[src/rtl/n1_marb.sv]
// ---------------------------------------------------------------------------
// n1_marb : N-channel bus arbiter/merger.
//   Several initiator channels share one pipelined bus. One channel at a
//   time owns the bus for a whole cycle (cyc held). Arbitration happens only
//   from IDLE, so there is always one idle bus cycle between owners. The
//   arbiter counts accepted-but-unanswered requests and throttles stb once
//   MAX_OUTST are in flight.
//
// Ports
//   clk_i, async_rst_i      : clock, asynchronous active-low reset
//   sbus_*_o                : merged initiator side (cyc/stb/we/adr/dat, one-hot owner tag)
//   sbus_*_i                : merged target side (ack/err/rty/stall, read data)
//   ch_*_i                  : per-channel requests, channel k in slice k
//   ch_*_o                  : per-channel responses/stall, shared read data
//   prb_state_o/gnt_o/outst_o : state (0 IDLE, 1 BUSY), grant, outstanding count
// ---------------------------------------------------------------------------
module n1_marb #(
  parameter int N_CH      = 2,
  parameter int ADR_WIDTH = 12,
  parameter int DAT_WIDTH = 16,
  parameter int RR        = 1,
  parameter int MAX_OUTST = 4
) (
  input  logic                      clk_i,
  input  logic                      async_rst_i,
  output logic                      sbus_cyc_o,
  output logic                      sbus_stb_o,
  output logic                      sbus_we_o,
  output logic [ADR_WIDTH-1:0]      sbus_adr_o,
  output logic [DAT_WIDTH-1:0]      sbus_dat_o,
  output logic [N_CH-1:0]           sbus_tga_o,
  input  logic                      sbus_ack_i,
  input  logic                      sbus_err_i,
  input  logic                      sbus_rty_i,
  input  logic                      sbus_stall_i,
  input  logic [DAT_WIDTH-1:0]      sbus_dat_i,
  input  logic [N_CH-1:0]           ch_cyc_i,
  input  logic [N_CH-1:0]           ch_stb_i,
  input  logic [N_CH-1:0]           ch_we_i,
  input  logic [N_CH*ADR_WIDTH-1:0] ch_adr_i,
  input  logic [N_CH*DAT_WIDTH-1:0] ch_dat_i,
  output logic [N_CH-1:0]           ch_ack_o,
  output logic [N_CH-1:0]           ch_err_o,
  output logic [N_CH-1:0]           ch_rty_o,
  output logic [N_CH-1:0]           ch_stall_o,
  output logic [DAT_WIDTH-1:0]      ch_dat_o,
  output logic                      prb_state_o,
  output logic [N_CH-1:0]           prb_gnt_o,
  output logic [3:0]                prb_outst_o
);

  localparam int PW = (N_CH > 1) ? $clog2(N_CH) : 1;
  localparam logic [3:0] MAXO = 4'(MAX_OUTST);

  typedef enum logic {IDLE = 1'b0, BUSY = 1'b1} state_e;

  state_e          state_q;
  logic [N_CH-1:0] gnt_q;
  logic [3:0]      outst_q, outst_d;
  logic [PW-1:0]   ptr_q;     // last granted channel (round-robin origin)

  logic                 busy, resp_v, full, accept;
  logic                 g_cyc, g_stb, g_we;
  logic [ADR_WIDTH-1:0] g_adr;
  logic [DAT_WIDTH-1:0] g_dat;
  logic [N_CH-1:0]      win_oh;
  logic [PW-1:0]        win_idx;
  logic                 win_vld;

  assign busy = (state_q == BUSY);

  // Granted-channel mux; gnt_q is one-hot or zero.
  always_comb begin
    g_adr = '0;
    g_dat = '0;
    for (int j = 0; j < N_CH; j++) begin
      if (gnt_q[j]) begin
        g_adr = ch_adr_i[j*ADR_WIDTH +: ADR_WIDTH];
        g_dat = ch_dat_i[j*DAT_WIDTH +: DAT_WIDTH];
      end
    end
  end
  assign g_cyc = |(ch_cyc_i & gnt_q);
  assign g_stb = |(ch_stb_i & gnt_q);
  assign g_we  = |(ch_we_i  & gnt_q);

  // A response with nothing outstanding is stray and dropped entirely.
  assign resp_v = busy & (outst_q != 4'd0) & (sbus_ack_i | sbus_err_i | sbus_rty_i);
  // At the limit, a same-cycle response frees a slot for a new request.
  assign full   = (outst_q == MAXO) & ~resp_v;

  assign sbus_cyc_o = busy & g_cyc;
  assign sbus_stb_o = busy & g_stb & ~full;
  assign sbus_we_o  = busy & g_we;
  assign sbus_adr_o = busy ? g_adr : '0;
  assign sbus_dat_o = busy ? g_dat : '0;
  assign sbus_tga_o = busy ? gnt_q : '0;
  assign accept     = sbus_stb_o & ~sbus_stall_i;

  assign ch_stall_o = busy ? (~gnt_q | {N_CH{sbus_stall_i | full}}) : '1;
  assign ch_ack_o   = {N_CH{resp_v & sbus_ack_i}} & gnt_q;
  assign ch_err_o   = {N_CH{resp_v & sbus_err_i}} & gnt_q;
  assign ch_rty_o   = {N_CH{resp_v & sbus_rty_i}} & gnt_q;
  assign ch_dat_o   = sbus_dat_i;

  assign prb_state_o = busy;
  assign prb_gnt_o   = gnt_q;
  assign prb_outst_o = outst_q;

  // Winner search. Round-robin: first requester above the pointer, else the
  // lowest requester (wrap). Fixed priority: first pass alone picks lowest.
  always_comb begin
    win_oh  = '0;
    win_idx = '0;
    win_vld = 1'b0;
    for (int j = 0; j < N_CH; j++) begin
      if (!win_vld && ch_cyc_i[j] && (RR == 0 || j > int'(ptr_q))) begin
        win_vld   = 1'b1;
        win_idx   = PW'(j);
        win_oh[j] = 1'b1;
      end
    end
    for (int j = 0; j < N_CH; j++) begin
      if (!win_vld && ch_cyc_i[j]) begin
        win_vld   = 1'b1;
        win_idx   = PW'(j);
        win_oh[j] = 1'b1;
      end
    end
  end

  // Accept and response in the same cycle cancel out.
  always_comb begin
    outst_d = outst_q;
    if (accept && !resp_v)      outst_d = outst_q + 4'd1;
    else if (resp_v && !accept) outst_d = outst_q - 4'd1;
  end

  always_ff @(posedge clk_i or negedge async_rst_i) begin
    if (!async_rst_i) begin
      state_q <= IDLE;
      gnt_q   <= '0;
      outst_q <= '0;
      ptr_q   <= PW'(N_CH - 1);
    end else begin
      case (state_q)
        IDLE: if (win_vld) begin
          state_q <= BUSY;
          gnt_q   <= win_oh;
          ptr_q   <= win_idx;
        end
        BUSY: if (!g_cyc) begin
          // Owner ended its cycle: abort anything still in flight.
          state_q <= IDLE;
          gnt_q   <= '0;
          outst_q <= '0;
        end else begin
          outst_q <= outst_d;
        end
        default: state_q <= IDLE;
      endcase
    end
  end

endmodule

[config.mk]
export PLATFORM = sky130hd
export DESIGN_NAME = n1_marb
export DESIGN_NICKNAME = d
export VERILOG_FILES = /design/src/rtl/n1_marb.sv
export SDC_FILE = /design/constraint.sdc
export NUM_CORES = 1
export LEC_CHECK = 0
export ABC_CLOCK_PERIOD_IN_PS = 3400
export BUFFER_PORTS_ARGS = -buffer_cell sky130_fd_sc_hd__buf_2
export CELL_PAD_IN_SITES_DETAIL_PLACEMENT = 0
export CELL_PAD_IN_SITES_GLOBAL_PLACEMENT = 1
export CORE_UTILIZATION = 19
export DETAILED_ROUTE_END_ITERATION = 6
export PLACE_DENSITY = 0.81
export SLEW_MARGIN = 10
export SYNTH_ARGS = -nofsm -noshare
export SYNTH_HDL_FRONTEND = slang
export SYNTH_SLANG_ARGS = --single-unit
[constraint.sdc]
create_clock -name clk_i -period 3.4 [get_ports clk_i]
set_input_delay 0.68 -clock clk_i [delete_from_list [all_inputs] [get_ports clk_i]]
set_output_delay 0.68 -clock clk_i [all_outputs]
set_load 0.01 [all_outputs]
-- Word level (Yosys, flattened, before mapping)
Index checks and enable logic that the tools add are counted.
Widths: inputs -> output; s select.
- add/subtract/negate cells: 2
- $lt $le $gt $ge: 1
- eq/ne operators: 4
- mux-type cells: 24
- bitwise operators: 26
- reduce and logical (&&, ||, !) cells: 16
- operators with widths (cell ; number):
    $mux 16 ; 3
    $mux 12 ; 3
    $and 2x2->2 ; 6
    $mux 4 ; 3
    $and 1x1->1 ; 11
    $mux 1 ; 9
    $mux 2 ; 4
    $reduce_and 2->1 ; 3
    $reduce_or 2->1 ; 3
    $logic_and 1x1->1 ; 5
    $add 4x1->4 const B ; 1
    $eq 4x3->1 const B ; 1
    $logic_not 1->1 ; 4
    $ne 2x2->1 const B ; 2
    $not 1->1 ; 4
    $pmux 2 s2 ; 1
    $reduce_bool 4->1 ; 1
    $sub 4x1->4 const B ; 1
    $ne 3x1->1 const B ; 1
    $or 1x1->1 ; 3
    $not 2->2 ; 1
    $or 2x2->2 ; 1
    $pmux 1 s2 ; 1
    $gt 1x1->1 const A ; 1
- flip-flop bits (word level): 8
- input bits: 84
- output and inout bits: 64
- logic and storage cells: 77

-- Longest topological paths before layout
Gate-level depths: netlist (run 1).
- word-level depth: 13
- mapped depth: 10
- depth with buffers taken out: 9

-- Worst setup path before layout (run 1)
OpenSTA, ideal clock, no wires.
- path kind: in2reg
- start: in sbus_rty_i
- end: reg outst_q[3] (netlist: prb_outst_o[3])
- setup time: 0.080 ns
- arrival: 2.399 ns
- data required time: 3.320 ns
- slack: 0.921 ns
- stages on the path: 9
- buffers on the path: 0
- path through: or3_1 > o21ai_2 > nand2_1 > ha_1 > a21o_1 > a21oi_1 > nand3b_1 > and3b_1 > nor3_2
- word-level cells in the longest chain between the ends: 11
- elaborated cells on any way between the ends: 15
- classes of those cells: 1 x eq/ne; 2 x mux; 7 x bitwise; 5 x reduce/logical
- RTL lines (what ; line ; RTL):
    from (decl) ; 34 ; input logic sbus_rty_i,
    $or 1x1->1 (*) ; 88 ; assign resp_v = busy & (outst_q != 4'd0) & (sbus_ack_i | sbus_err_i | sbus_rty_i);
    $and 1x1->1 (*) ; 88 ;
    $not 1->1 ; 90 ; assign full = (outst_q == MAXO) & ~resp_v;
    $and 1x1->1 ; 90 ;
    $not 1->1 ; 93 ; assign sbus_stb_o = busy & g_stb & ~full;
    $and 1x1->1 ; 93 ;
    $and 1x1->1 ; 98 ; assign accept = sbus_stb_o & ~sbus_stall_i;
    $logic_not 1->1 ; 136 ; else if (resp_v && !accept) outst_d = outst_q - 4'd1;
    $logic_and 1x1->1 ; 136 ;
    $ne 3x1->1 (no source line) ; -- ;
    $reduce_and 2->1 (no source line) ; -- ;
    to (signal assigned) ; 158 ; outst_q <= outst_d;
    to (decl) ; 59 ; logic [3:0] outst_q, outst_d;
Mark *: on every way between the ends. The rest lies on a longest branch, timed or not.
A chain may end at the register's enable or synchronous reset.

-- Final worst setup path (run 1)
Same ends and word-level chain as after synthesis.

==> results of run 1 <==
## cells in the mapped netlist, drive strengths merged
library cell	count	area, um^2
a22oi	2	15.0
a2bb2oi	1	26.3
a31oi	2	12.5
ha	2	25.0
a32o	2	20.0
and3	4	25.0
or4	1	11.3
nor2	7	31.3
or3	1	6.26
o22ai	1	6.26
o21ai	2	13.8
o31ai	1	7.51
xor2	1	8.76
nand2b	1	6.26
inv	4	15.0
dfstp	1	26.3
and3b	1	8.76
a21oi	5	25.0
o2bb2ai	1	8.76
a311oi	1	8.76
nor3	5	35.0
nand3b	2	15.0
a21o	1	7.51
and2	1	6.26
clkbuf	5	18.8
a22o	29	254
a21boi	1	7.51
nor2b	1	6.26
fa	1	20.0
nand3	1	5.00
dfrtp	7	175
nand2	7	26.3
o211ai	1	12.5
buf	18	130
## logic make-up after synthesis
| logic type | share of synthesized area (%) |
|---|---|
| AOI/OAI and AO/OA | 41.4 |
| xor gates and xnor gates | 0.853 |
| adders and majority gates | 4.38 |
| buffers and inverters | 16.0 |
| DFF | 19.6 |
| and+or+nand+nor | 17.8 |
## worst max-delay path, stage by stage
cell,delay (ns)
buf_2,0.12
or3_1,0.43
o21ai_2,0.23
nand2_1,0.16
ha_1,0.30
a21o_1,0.17
a21oi_1,0.16
nand3b_1,0.12
and3b_1,0.19
nor3_2,0.14
## registers in the layout, indices dropped and copies added (netlist names)
| name | cells |
|---|---|
| prb_outst_o | 4 |
| prb_gnt_o | 2 |
| prb_state_o | 1 |
| ptr_q | 1 |
## report_power, final
part           internal, uW  total (uW)  switching (uW)  leakage, uW
combinational           420         923             503     0.000791
sequential              142         236            93.8     0.000102
clock                  81.8         126            44.0    0.0000228
total                   644        1280             641     0.000916
## worst paths after layout
path	to	cells after the start	slack (ns)	startpoint
setup / recovery	prb_outst_o[3]$_DFFE_PN0P_	10	0.86	sbus_rty_i
hold / removal	prb_outst_o[1]$_DFFE_PN0P_	1	0.28	async_rst_i
setup reg to reg	prb_outst_o[3]$_DFFE_PN0P_	9	0.88	prb_outst_o[0]$_DFFE_PN0P_
hold reg to reg	ptr_q$_DFFE_PN1P_	2	0.52	ptr_q$_DFFE_PN1P_
max in group asynchronous	ptr_q$_DFFE_PN1P_	1	2.88	async_rst_i
min in group clk_i	ptr_q$_DFFE_PN1P_	2	0.52	ptr_q$_DFFE_PN1P_
## per-stage QoR
stage          setup WS [ns]  utilization (%)  total power [uW]
6_report               0.860             31.0              1280
3_5_place_dp           0.616             30.1              1160
4_1_cts                0.860             31.0              1290
5_1_grt                0.738             31.0              1420
3_3_place_gp           0.697             30.1              1150
2_1_floorplan          0.921                -               848
## per-layer routing
layer / vias to the layer above / GRT usage [%] / wire, um
met4: 0 / 2.06 / 31
met5: - / 0 / 0
met1: 603 / 16.6 / 1780
li1: 649 / - / -
met2: 59 / 19.1 / 1910
met3: 4 / 3.31 / 234
## layout make-up
class | count | share of cell area [%]
inverters | 4 | 0.937
clock buffers | 4 | 2.81
multi-input cells | 86 | 41.3
repair buffers | 117 | 36.9
flip-flops and latches | 8 | 12.6
well taps | 70 | 5.47
==> impl_metrics.ini, run 1 <==
[timing]
clock_skew_ns = 0.00141
whs_ns = 0.284
worst_pin_slew_ns = 0.515
hold_viol = 0
final-max-slew-violation-count = 0
fin_tns_setup_ns = 0
fmax_mhz = 394
final.period_utilization_pct = 74.7
final.min_clock_period_ns = 2.54
relSlewSlack_pct = 65.6
rsz0062_at_grt = no
setup_viol = 0

[detailed_routing]
vias = 1315
initialDrtViolationCount = 28
post_drt_wl_per_cell_um = 13.7
wirelength_um = 3960
drtPass1Iterations = 4
via_per_inst = 4.55
antenna_left = 0
drc = 0

[logic_synthesis]
ys_ff_latch = 8
ys_seq_area_share_pct = 19.6
syn-cell-area_mm2 = 0.00103
syn_area_per_cell_um2 = 8.49
ys_warn_count = 0
yosysUniqueCellTypes = 39
syn_nets = 208
synth_cells = 121

[global_routing]
grt_pass1_vias = 1051
antenna_found_initial = 0
globalRouteOverflowTotal = 0
grt_max_degree = 32
grt_first_pass_wirelength_um = 5150
track_usage_pct = 12.1

[die]
die_h_um = 75.5
rows = 26
io_pins = 148
initial_core_util_pct = 19.9
dieArea_mm2 = 0.00570
die_w_um = 75.5
core_area_mm2 = 0.00517

[final_layout]
final_area_mm2 = 0.00160
register_area_um2 = 201
multi_input_area_um2 = 662
final_cell_mix = buf_2 (115), a22o_1 (29), nand2_1 (7), dfrtp_1 (7)
layout_commonest_cell = buf_2
final_nets = 307
syn_to_final_growth_pct = 55.9
fillers = 565
diodes = 0
fin_cells = 289
drive_above_1_share_pct = 60.3

[flow_run]
cap_violations = 0

[cts]
clk-insertion-delay-late_ns = 0.23
cts-root-buf = clkbuf_8
cts_made_buffers = 3
clk_pin_slew_ns = 0.05
clkSinkCount = 8
tritoncts = done
ctsHoldBuffers = 0
cts_max_path_buffers = 2
postCtsResizedCells = 0
cts-htree-levels = 1
cts_setup_buffers = 0

[place]
dp_cells = 285
placedInstanceArea_mm2 = 0.00156
dpl.hpwl_um = 3240
port_buffers = 115
place_congestion = 0.861

[critical_path]
cp.arrival_ns = 2.70
worstPathRequired_ns = 3.56
cp-end-kind = register
critPathLaunchType = input pin
worstSetupPathType = input pin to register
crit_fanout = 3

[pwr]
peakVddDrop_mv = 0.427
power.leakage_uw = 0.000916
powerDensity_mw_per_mm2 = 802

[run_status]
outcome = completed

[hold_path]
hp-class = input pin to asynchronous set/reset pin
No activity file was read; power rests on OpenSTA's default activity.
==> run 2: changes to the inputs <==
- ABC_CLOCK_PERIOD_IN_PS: 3400 -> 2200
- CORE_UTILIZATION: 19 -> 16
- PLACE_DENSITY: 0.81 -> 0.72
- clock period: 3.4 -> 2.2 ns (I/O delays scaled with it)
==> impl_metrics.ini, run 2 (same netlist as run 1, synthesis figures left out) <==
[run_status]
outcome = completed

[timing]
fin_tns_setup_ns = 0
rsz0062_at_grt = yes
whs_ns = 0.0527
setup_viol = 0
fmax_mhz = 457
relSlewSlack_pct = 72.8
final.min_clock_period_ns = 2.19
clock_skew_ns = 0.00364
fin_ws_ns = 0.0105
worst_pin_slew_ns = 0.408
hold_viol = 0
final.period_utilization_pct = 99.5
final-max-slew-violation-count = 0

[final_layout]
final_cell_mix = buf_2 (111), a22o_1 (29), buf_4 (18), buf_6 (6)
drive_above_1_share_pct = 68.1
final_area_mm2 = 0.00186
diodes = 0
final_nets = 326
register_area_um2 = 204
fillers = 668
largest_reg_flops = 4
syn_to_final_growth_pct = 81.2
multi_input_area_um2 = 723
layout_commonest_cell = buf_2
final_util_pct = 30.7

[critical_path]
worstPathRequired_ns = 1.76
worstSetupPathType = register to output pin
cp-end-kind = output pin
r2r_slack_ns = 0.02
critPathLaunchType = register
r2r_end = prb_outst_o[3]$_DFFE_PN0P_
r2r-start = prb_outst_o[1]$_DFFE_PN0P_
rr_worst_depth = 9
crit_fanout = 4
cp.arrival_ns = 1.75

[place]
pre_cts_slack_ns = -0.139
dpl.hpwl_um = 3400
place_congestion = 0.848
placedInstanceArea_mm2 = 0.00172
port_buffers = 115

[global_routing]
grt_max_degree = 32
antenna_found_initial = 0
grt_pass1_vias = 1122
globalRouteOverflowTotal = 0
track_usage_pct = 10.7
grt_first_pass_wirelength_um = 5530

[die]
die_w_um = 82.1
initial_core_util_pct = 16.9
io_pins = 148
die_h_um = 82.1
rows = 28
core_area_mm2 = 0.00606
dieArea_mm2 = 0.00674

[detailed_routing]
vias = 1380
post_drt_wl_per_cell_um = 13.2
via_per_inst = 4.41
wirelength_um = 4120
drtPass1Iterations = 4
drc = 0
initialDrtViolationCount = 30
antenna_left = 0

[pwr]
powerDensity_mw_per_mm2 = 1320
peakVddDrop_mv = 0.431
switching_share_pct = 44.7
p_int_uw = 1360
seqPwrFrac_pct = 11.0
power.switching_uw = 1100
comb_power_share_pct = 81.4
power.leakage_uw = 0.00102
power_frac_clock_pct = 7.7

[cts]
clk_pin_slew_ns = 0.04
clk-insertion-delay-late_ns = 0.23
clkSinkCount = 8
ctsHoldBuffers = 0
cts-htree-levels = 1
cts_made_buffers = 3
tritoncts = done
cts_max_path_buffers = 2
cts-root-buf = clkbuf_8

[flow_run]
cap_violations = 0

[hold_path]
hp-class = input pin to asynchronous set/reset pin
run 2: cell count changes in the layout (fill, tap and decap cells not counted), sizes merged:
cell and change:
buf +19
run 2: final cells by class:
type	count	area share [%]
Sequential cell	8	11.0
Multi-Input combinational cell	86	38.8
Timing Repair Buffer	136	41.8
Tap cell	75	5.04
Clock buffer	4	2.42
Inverter	4	0.941
run 2: how the worst max path moves through the flow:
| stage | end | depth (start not counted) | slack [ns] | startpoint |
|---|---|---|---|---|
| 6_report | ch_ack_o[0] | 5 | 0.01 | prb_outst_o[1]$_DFFE_PN0P_ |
| 5_1_grt | prb_outst_o[3]$_DFFE_PN0P_ | 9 | -0.09 | prb_outst_o[1]$_DFFE_PN0P_ |
| 4_1_cts | ch_err_o[0] | 5 | -0.02 | prb_outst_o[1]$_DFFE_PN0P_ |
| 3_5_place_dp | prb_outst_o[3]$_DFFE_PN0P_ | 10 | -0.14 | sbus_rty_i |
| 3_3_place_gp | prb_outst_o[3]$_DFFE_PN0P_ | 10 | -0.09 | sbus_rty_i |
| 2_1_floorplan | prb_outst_o[3]$_DFFE_PN0P_ | 9 | -0.03 | prb_outst_o[1]$_DFFE_PN0P_ |
run 2: worst max-delay path, stage by stage (launching register included):
cell and delay (ns):
dfrtp_2 0.40, or4_4 0.56, buf_6 0.14, and2_4 0.16, and3_4 0.15, buf_6 0.11
run 2: what timing repair did:
item | CTS | global route
setup endpoints to repair | 5 | 27
gates resized for setup | 10 | 6
buffers inserted | 2 | 1
pin swaps | 8 | 2
run 2: metal layers:
metal,GRT usage [%],part of all wire [%],vias to the layer above
met2,16.0,49,48
met4,4.56,0.80,0
met3,1.65,5.6,6
met1,15.2,45,636
met5,0,0,-
li1,-,-,690
run 2: power groups by stage:
stage / Sequential, uW / Clock (uW) / Combinational [uW]
after global routing: 277 / 204 / 2210
final: 270 / 188 / 2000
after global placement: 269 / 0 / 1780
after CTS: 268 / 195 / 1930
after floorplan: 325 / 0 / 1040
after detailed placement: 270 / 0 / 1800
run 2: stage by stage:
stage,power [uW],std cells
after global routing,2690,313
final,2460,313
after CTS,2400,312
after global placement,2050,306
after floorplan,1370,121
after detailed placement,2070,306
==> run 3: changes to the inputs <==
- ABC_AREA: unset -> 1
- CORE_UTILIZATION: 16 -> 17
- PLACE_DENSITY: 0.72 -> 0.75
==> impl_metrics.ini, run 3 <==
[logic_synthesis]
ys_warn_count = 0
yosys.area.top_type_share_pct = 25.5
synth_cells = 151
synth.area.top_cells = a32o_1 (26%), dfrtp_1 (16%), buf_4 (12%)
synth_edf_count = 0
synthAdderAreaFrac_pct = 4.10
ys_ff_latch = 8
synth_ff_type = dfrtp_1
netlist.top_cell.by_area = a32o_1
yosysMostFrequentCell = nand2_1
ys_top_cells_by_count = nand2_1 (34), a32o_1 (28), inv_1 (18), buf_4 (17), nor2_1 (11)
async_flop_share_pct = 100
syn_nets = 238
ys_seq_area_share_pct = 18.4
syn_area_per_cell_um2 = 7.27
synth_simple_gate_area_share_pct = 22.3
synth-compound-area-share_pct = 31.7
yosysUniqueCellTypes = 23
synth_top_family_by_area = compound AO/OA/AOI/OAI gates
synth-xor-area-share_pct = 1.60
syn-cell-area_mm2 = 0.00110
muxShareOfSynthArea_pct = 0

[cts]
clk-insertion-delay-late_ns = 0.22
postCtsResizedCells = 0
clkSinkCount = 8
cts-root-buf = clkbuf_8
cts-htree-levels = 1
ctsHoldBuffers = 0
cts_made_buffers = 3
tritoncts = done
clk_pin_slew_ns = 0.05
cts_max_path_buffers = 2
cts_setup_buffers = 0

[timing]
final-max-slew-violation-count = 0
fin_tns_setup_ns = 0
final.min_clock_period_ns = 1.97
fmax_mhz = 507
relSlewSlack_pct = 78.3
worst_pin_slew_ns = 0.325
hold_viol = 0
clock_skew_ns = 0.00427
fin_ws_ns = 0.229
rsz0062_at_grt = no
setup_viol = 0
final.period_utilization_pct = 89.6

[detailed_routing]
drtPass1Iterations = 4
initialDrtViolationCount = 37
antenna_left = 0
vias = 1406
post_drt_wl_per_cell_um = 12.3
drc = 0
via_per_inst = 4.34
wirelength_um = 3980

[place]
port_buffers = 115
place_congestion = 0.803
pre_cts_slack_ns = 0.127
dpl.hpwl_um = 3300

[global_routing]
antenna_found_initial = 0
globalRouteOverflowTotal = 0
track_usage_pct = 9.88
grt_pass1_vias = 1047
grt_first_pass_wirelength_um = 5110
grt_max_degree = 32

[critical_path]
r2r-start = prb_outst_o[0]$_DFFE_PN0P_
crit_fanout = 6
worstSetupPathType = register to register
r2r_end = prb_outst_o[3]$_DFFE_PN0P_
crit_end = prb_outst_o[3]$_DFFE_PN0P_
critPathLaunchType = register
rr_worst_depth = 13
crit_start = prb_outst_o[0]$_DFFE_PN0P_
cp-end-kind = register
r2r_slack_ns = 0.23
worstPathRequired_ns = 2.32
cp.arrival_ns = 2.09

[die]
dieArea_mm2 = 0.00678
io_pins = 148
rows = 28
die_h_um = 82.3
initial_core_util_pct = 18.1
die_w_um = 82.3
core_area_mm2 = 0.00606

[pwr]
peakVddDrop_mv = 0.412
power.leakage_uw = 0.000997
powerDensity_mw_per_mm2 = 1180

[run_status]
outcome = completed

[flow_run]
cap_violations = 0

[final_layout]
syn_to_final_growth_pct = 54.5
largest_reg_flops = 4
final_cell_mix = buf_2 (115), nand2_1 (34), a32o_1 (28), inv_1 (18), nor2_1 (11)
final_nets = 337
diodes = 0
drive_above_1_share_pct = 52.6
layout_commonest_cell = buf_2

[hold_path]
hp-class = input pin to asynchronous set/reset pin
-- run 3: per-layer routing --
layer / global-route usage (%) / wire length, um
met5: 0 / 0
met4: 2.11 / 10
met3: 1.21 / 276
met2: 16.8 / 1980
met1: 13.3 / 1710
-- run 3: power breakdown --
| group | internal [uW] | switching (uW) |
|---|---|---|
| clock | 126 | 58.2 |
| sequential | 219 | 89.3 |
| combinational | 627 | 876 |
| total | 972 | 1020 |
-- run 3: worst min-delay path by stage --
stage	start	endpoint	slack, ns	depth (start not counted)
CTS	async_rst_i	prb_outst_o[0]$_DFFE_PN0P_	0.06	1
floorplan	async_rst_i	prb_gnt_o[0]$_DFFE_PN0P_	0.14	0
global placement	async_rst_i	prb_outst_o[2]$_DFFE_PN0P_	0.29	1
global route	async_rst_i	prb_gnt_o[0]$_DFFE_PN0P_	0.06	1
finish	async_rst_i	prb_outst_o[3]$_DFFE_PN0P_	0.06	1
detailed placement	async_rst_i	prb_gnt_o[1]$_DFFE_PN0P_	0.30	1
-- run 3: layout make-up --
type | count | area, um^2
multi-input combinational | 98 | 656
inverter | 19 | 73.8
clock buffer | 4 | 45.0
tap | 75 | 93.8
fill | 685 | 4370
timing repair buffer | 120 | 626
sequential | 8 | 201
-- run 3: logic make-up after synthesis --
family | count (synthesis)
AOI/OAI and AO/OA | 38
xor gates and xnor gates | 2
adders and majority gates | 3
buffers and inverters | 45
DFF | 8
and+or+nand+nor | 55
-- run 3: critical path, cell delays in order (launching register included) --
cell and delay [ns]:
dfrtp_1 0.44, nor2_1 0.13, nand2_1 0.07, nand3_1 0.12, nand4_4 0.12, ha_1 0.34, a21oi_1 0.16, nand2_1 0.07
xor2_1 0.16, inv_1 0.05, nand2_1 0.06, nand2_1 0.04, nand2_1 0.05, nand2_1 0.05
-- run 3: per-stage QoR --
step	cells	instance area, um^2	hold WS [ns]	total power (uW)	util (%)
final	324	1700	0.0558	2000	28.0
after CTS	324	1700	0.0609	2020	28.0
after global routing	324	1700	0.0608	2210	28.0
after global placement	320	1650	0.294	1830	27.2
after floorplan	151	1100	0.144	1310	-
after detailed placement	320	1650	0.300	1830	27.2
